===== config.mk =====
export PLATFORM = sky130hd
export DESIGN_NAME = xctcmsg_receive_matcher
export DESIGN_NICKNAME = d
export VERILOG_FILES = /design/src/rtl/xctcmsg_receive_matcher.sv
export SDC_FILE = /design/constraint.sdc
export NUM_CORES = 2
export LEC_CHECK = 0
export ABC_CLOCK_PERIOD_IN_PS = 40600
export CAP_MARGIN = 20
export CORE_ASPECT_RATIO = 0.6
export CORE_MARGIN = 5
export CORE_UTILIZATION = 30
export DETAILED_ROUTE_END_ITERATION = 8
export GPL_ROUTABILITY_DRIVEN = 0
export SLEW_MARGIN = 20
export SYNTH_ARGS = -nofsm -noshare
export SYNTH_HDL_FRONTEND = slang
export SYNTH_SLANG_ARGS = --single-unit
export TNS_END_PERCENT = 30

===== constraint.sdc =====
create_clock -name clk -period 40.6 [get_ports clk]
set_clock_uncertainty 0.15 [all_clocks]
set_input_delay 10.15 -clock clk [delete_from_list [all_inputs] [get_ports clk]]
set_output_delay 10.15 -clock clk [all_outputs]
set_load 0.01 [all_outputs]

===== src/rtl/xctcmsg_receive_matcher.sv =====
// Receive-side matcher: buffers incoming messages in an oldest-first compacting queue
// and serves RECV/AVAIL requests by masked metadata match, returning results to writeback.
module xctcmsg_receive_matcher #(
    parameter int BUFFER_DEPTH      = 4,
    parameter int COUNT_WIDTH       = $clog2(BUFFER_DEPTH + 1),
    parameter int PASSTHROUGH_WIDTH = 8,
    localparam int META_W = 64,
    localparam int DATA_W = 64,
    localparam int MSG_W  = META_W + DATA_W,
    localparam int REQ_W  = 1 + 2 * META_W + PASSTHROUGH_WIDTH,
    localparam int WB_W   = DATA_W + PASSTHROUGH_WIDTH
) (
    input  logic                   clk,
    input  logic                   rst,
    // req_data_i = {is_avail, meta[63:0], meta_mask[63:0], passthrough}
    input  logic                   req_valid_i,
    output logic                   req_ready_o,
    input  logic [REQ_W-1:0]       req_data_i,
    // msg_data_i = {meta[63:0], data[63:0]}; meta = {tag[31:0], addr[31:0]}
    input  logic                   msg_valid_i,
    output logic                   msg_ready_o,
    input  logic [MSG_W-1:0]       msg_data_i,
    // wb_data_o = {value[63:0], passthrough}
    output logic                   wb_valid_o,
    input  logic                   wb_ready_i,
    output logic [WB_W-1:0]        wb_data_o,
    output logic [COUNT_WIDTH-1:0] buffer_count_o
);
    localparam int IDX_W = $clog2(BUFFER_DEPTH);

    typedef enum logic [1:0] {S_IDLE, S_MATCH, S_RESP} state_t;

    state_t                       state_q;
    logic [COUNT_WIDTH-1:0]       count_q, count_d;
    logic [META_W-1:0]            ent_meta_q [BUFFER_DEPTH];
    logic [META_W-1:0]            ent_meta_d [BUFFER_DEPTH];
    logic [DATA_W-1:0]            ent_data_q [BUFFER_DEPTH];
    logic [DATA_W-1:0]            ent_data_d [BUFFER_DEPTH];
    logic                         req_avail_q;
    logic [META_W-1:0]            req_meta_q, req_mask_q;
    logic [PASSTHROUGH_WIDTH-1:0] req_pt_q;
    logic                         wb_valid_q;
    logic [WB_W-1:0]              wb_data_q;

    logic [BUFFER_DEPTH-1:0]      match_vec;
    logic [COUNT_WIDTH-1:0]       avail_cnt;
    logic [IDX_W-1:0]             sel_idx;
    logic                         sel_found;
    logic                         req_fire, do_accept, do_remove;
    logic [COUNT_WIDTH-1:0]       wr_idx;

    assign req_ready_o    = (state_q == S_IDLE) && !rst;
    assign req_fire       = req_valid_i && req_ready_o;
    assign msg_ready_o    = (count_q < COUNT_WIDTH'(BUFFER_DEPTH));
    assign do_accept      = msg_valid_i && msg_ready_o;
    assign do_remove      = (state_q == S_MATCH) && !req_avail_q && sel_found;
    assign wr_idx         = count_q - COUNT_WIDTH'(do_remove);
    assign wb_valid_o     = wb_valid_q;
    assign wb_data_o      = wb_data_q;
    assign buffer_count_o = count_q;

    // Parallel compare over registered entries; a message arriving this cycle is not yet visible.
    always_comb begin
        match_vec = '0;
        avail_cnt = '0;
        sel_idx   = '0;
        sel_found = 1'b0;
        for (int k = 0; k < BUFFER_DEPTH; k++) begin
            if (COUNT_WIDTH'(k) < count_q && ((ent_meta_q[k] ^ req_meta_q) & req_mask_q) == '0)
                match_vec[k] = 1'b1;
            avail_cnt = avail_cnt + COUNT_WIDTH'(match_vec[k]);
        end
        for (int k = BUFFER_DEPTH - 1; k >= 0; k--) begin
            if (match_vec[k]) begin
                sel_idx   = IDX_W'(k);
                sel_found = 1'b1;
            end
        end
    end

    // Removal compacts first, then the new message lands just past the surviving entries.
    always_comb begin
        ent_meta_d = ent_meta_q;
        ent_data_d = ent_data_q;
        if (do_remove) begin
            for (int k = 0; k < BUFFER_DEPTH - 1; k++) begin
                if (k >= int'(sel_idx)) begin
                    ent_meta_d[k] = ent_meta_q[k+1];
                    ent_data_d[k] = ent_data_q[k+1];
                end
            end
        end
        if (do_accept) begin
            for (int k = 0; k < BUFFER_DEPTH; k++) begin
                if (wr_idx == COUNT_WIDTH'(k)) begin
                    ent_meta_d[k] = msg_data_i[MSG_W-1:DATA_W];
                    ent_data_d[k] = msg_data_i[DATA_W-1:0];
                end
            end
        end
        count_d = count_q + COUNT_WIDTH'(do_accept) - COUNT_WIDTH'(do_remove);
    end

    always_ff @(posedge clk) begin
        if (rst) begin
            state_q    <= S_IDLE;
            count_q    <= '0;
            wb_valid_q <= 1'b0;
            wb_data_q  <= '0;
        end else begin
            count_q <= count_d;
            case (state_q)
                S_IDLE: begin
                    if (req_valid_i) state_q <= S_MATCH;
                end
                S_MATCH: begin
                    if (req_avail_q) begin
                        wb_data_q  <= {DATA_W'(avail_cnt), req_pt_q};
                        wb_valid_q <= 1'b1;
                        state_q    <= S_RESP;
                    end else if (sel_found) begin
                        wb_data_q  <= {ent_data_q[sel_idx], req_pt_q};
                        wb_valid_q <= 1'b1;
                        state_q    <= S_RESP;
                    end
                end
                S_RESP: begin
                    if (wb_ready_i) begin
                        wb_valid_q <= 1'b0;
                        state_q    <= S_IDLE;
                    end
                end
                default: state_q <= S_IDLE;
            endcase
        end
    end

    // Payload storage needs no reset: validity is carried entirely by count_q and the FSM.
    always_ff @(posedge clk) begin
        ent_meta_q <= ent_meta_d;
        ent_data_q <= ent_data_d;
        if (req_fire) {req_avail_q, req_meta_q, req_mask_q, req_pt_q} <= req_data_i;
    end

endmodule

==> impl_metrics.env <==
export IMPL_placementRows=92
export IMPL_fmax_mhz=45.36
export IMPL_seq_area_frac_synth_pct=54.19
export IMPL_pin_count=348
export IMPL_gr_total_overflow=0
export IMPL_crit_path_cell_trace="clkdlybuf4s50_1 > buf_4 > nor3_1 > clkdlybuf4s50_1"
export IMPL_slew_headroom_pct=30.61
export IMPL_dp_cells=4447
export IMPL_route_antenna_remaining_nets=0
export IMPL_timing_rr_start="req_meta_q[4]"
export IMPL_hold_start="wb_valid_o"
export IMPL_grt_usage_pct=18.88
export IMPL_grt_antenna_before_repair=34
export IMPL_grt_pass1_wl_mm=157.0
export IMPL_post_drt_wl_per_cell_um=23.99
export IMPL_ys_seq_elements=727
export IMPL_crit_slowest_cell="clkdlybuf4s50_1"
export IMPL_finalNonFillerCells=4596
export IMPL_first_iter_violations=2364
export IMPL_setup_slack_ns=18.55
export IMPL_post_place_ws_ns=18.54
export IMPL_clock_path_buffers=3
export IMPL_synth_most_common_cell="dfxtp_1"
export IMPL_die_area_sq_um=112700
export IMPL_critPathLaunch="rst"
export IMPL_clk_pin_slew_ns=0.06
export IMPL_yosysWarnings=0
export IMPL_maxCapViolCount=0
export IMPL_ir_drop_mv=0.03552
export IMPL_synth_top_area_share_pct=29.13
export IMPL_dpl_cell_area_sq_um=36320
export IMPL_areaGrowthSynthToFinish_pct=22.62
export IMPL_grt_max_degree=187
export IMPL_period_share_pct=54.30
export IMPL_worstMarginPinSlew_ns=1.041
export IMPL_vias=23202
export IMPL_drive_above_1_share_pct=6.264
export IMPL_netlist_area_sq_um=31750
export IMPL_crit_path_frequent_cell="clkdlybuf4s50_1"
export IMPL_yosysTopAreaCell="dfxtp_1"
export IMPL_cts_num_sinks=727
export IMPL_wirelength_mm=110.3
export IMPL_syn_avg_cell_area_sq_um=11.23
export IMPL_grt_pass1_vias=22019
export IMPL_h_tree_depth=3
export IMPL_cp_arrival_ns=11.75
export IMPL_crit_type="input pin to primary output"
export IMPL_first_pass_iters=6
export IMPL_synthTopCellsByArea="dfxtp_1 (29%), edfxtp_1 (25%), mux2i_1 (14%)"
export IMPL_clkLatencyLatePin_ns=0.68
export IMPL_status="completed"
export IMPL_cellLeakagePower_nw=14.17
export IMPL_synth_edf_count=265
export IMPL_ys_types=50
export IMPL_nets=3394
export IMPL_async_flop_share_pct=0
export IMPL_rsz0062_at_grt="no"
export IMPL_hold_slack_ns=0.3019
export IMPL_fin_util_pct=37.09
export IMPL_cts_root_buf="clkbuf_16"
export IMPL_synth_top_cells_by_count="dfxtp_1 (462), mux2i_1 (454), nand2_1 (393)"
export IMPL_design_core_area_sq_um=105000
export IMPL_p_per_area_nw_per_um2=63.31
export IMPL_p_total_mw=2.465
export IMPL_routed_via_density=5.048
export IMPL_syn_inst=2827
export IMPL_startpoint_type="input pin"
export IMPL_dpl_hpwl_mm=75.98
export IMPL_drc=0
export IMPL_cts_resized=0
export IMPL_numCtsBuffers=75
export IMPL_fin_tns_setup_ns=0
export IMPL_synth_net_count=3107
export IMPL_synth_flop_cell="dfxtp_1"
export IMPL_period_minus_slack_ns=22.05
export IMPL_postCtsSetupRepairBufs=0
export IMPL_dieWidth_um=430
export IMPL_required_ns=30.30
export IMPL_final_cell_area_sq_um=38930
export IMPL_cts_tree="built"
export IMPL_slew_viol_final=0
export IMPL_critPathMaxStageDelay_ns=0.61
export IMPL_setup_violations=0
export IMPL_start_util_pct=30.25
export IMPL_min_path_type="flop to flop"
export IMPL_worstSetupEndpointType="primary output"
export IMPL_timing_final_hold_violations=0
export IMPL_port_buffers=347
export IMPL_die_height_um=262
export IMPL_cts_hold_buf=0
export IMPL_crit_path_max_fanout=20
-- routing by layer --
layer  up-vias  GRT usage, %  part of all wire, %  wire length [um]
met5         -             0                 0.13               142
met2       961         26.94                   41             45600
li1      10784             -                    -                 -
met1     11254         27.11                   46             50250
met3       181         6.745                   11             11690
met4        22         4.577                  2.4              2597
-- flip-flops by register name, summed over array words and instances, names as in the netlist --
register and flops:
buffer_count_o 3, ent_data_q 256, ent_meta_q 256, req_avail_q 1, req_mask_q 64, req_meta_q 64, req_pt_q 8, state_q 2
wb_data_o 72, wb_valid_o 1
-- layout by cell type (no fill, tap or decap), types with 78 or more instances in the layout --
master / count
nand2_1: 392
edfxtp_1: 265
clkdlybuf4s50_1: 347
a22oi_1: 115
clkbuf_16: 78
o21ai_1: 362
nor2_1: 80
dfxtp_1: 462
mux2i_1: 454
xor2_1: 257
-- final timing paths --
check                          to  slack (ns)  cells after the start
setup / recovery      req_ready_o       18.55                      4
hold / removal         wb_valid_o        0.30                      2
setup reg to reg  ent_data_q[131]       32.82                     17
hold reg to reg        wb_valid_o        0.30                      2
-- where the power goes --
part	switching, mW	internal [mW]	total, mW
clock	0.313	0.426	0.739
combinational	0.335	0.255	0.590
sequential	0.166	0.971	1.14
total	0.814	1.65	2.47
-- area by class of cell --
cell class / count / area (sq um)
diodes: 9 / 22.52
clock buffers: 105 / 2153
clock inverters: 35 / 437.9
fillers: 10357 / 66050
inverters: 16 / 62.56
multi-input cells: 1917 / 13550
flip-flops and latches: 727 / 17210
well taps: 1410 / 1764
repair buffers: 377 / 3736
-- cell families (layout without fill, tap and decap cells) --
group | count (synthesis) | in the layout | synth area share [%]
DFF | 727 | 727 | 54.19
AOI/OAI and AO/OA | 599 | 599 | 11.67
and+or+nand+nor | 537 | 537 | 6.821
muxes | 514 | 514 | 16.44
xor gates and xnor gates | 257 | 257 | 7.089
buffers and inverters | 183 | 533 | 3.349
adders and majority gates | 10 | 10 | 0.4414
other | 0 | 9 | 0
-- worst max-delay path: cells and delay by family --
kind / cells / cell delay (ns)
buffers and inverters: 3 / 1.26
and+or+nand+nor: 1 / 0.31
(Power assumes the default switching activity.)
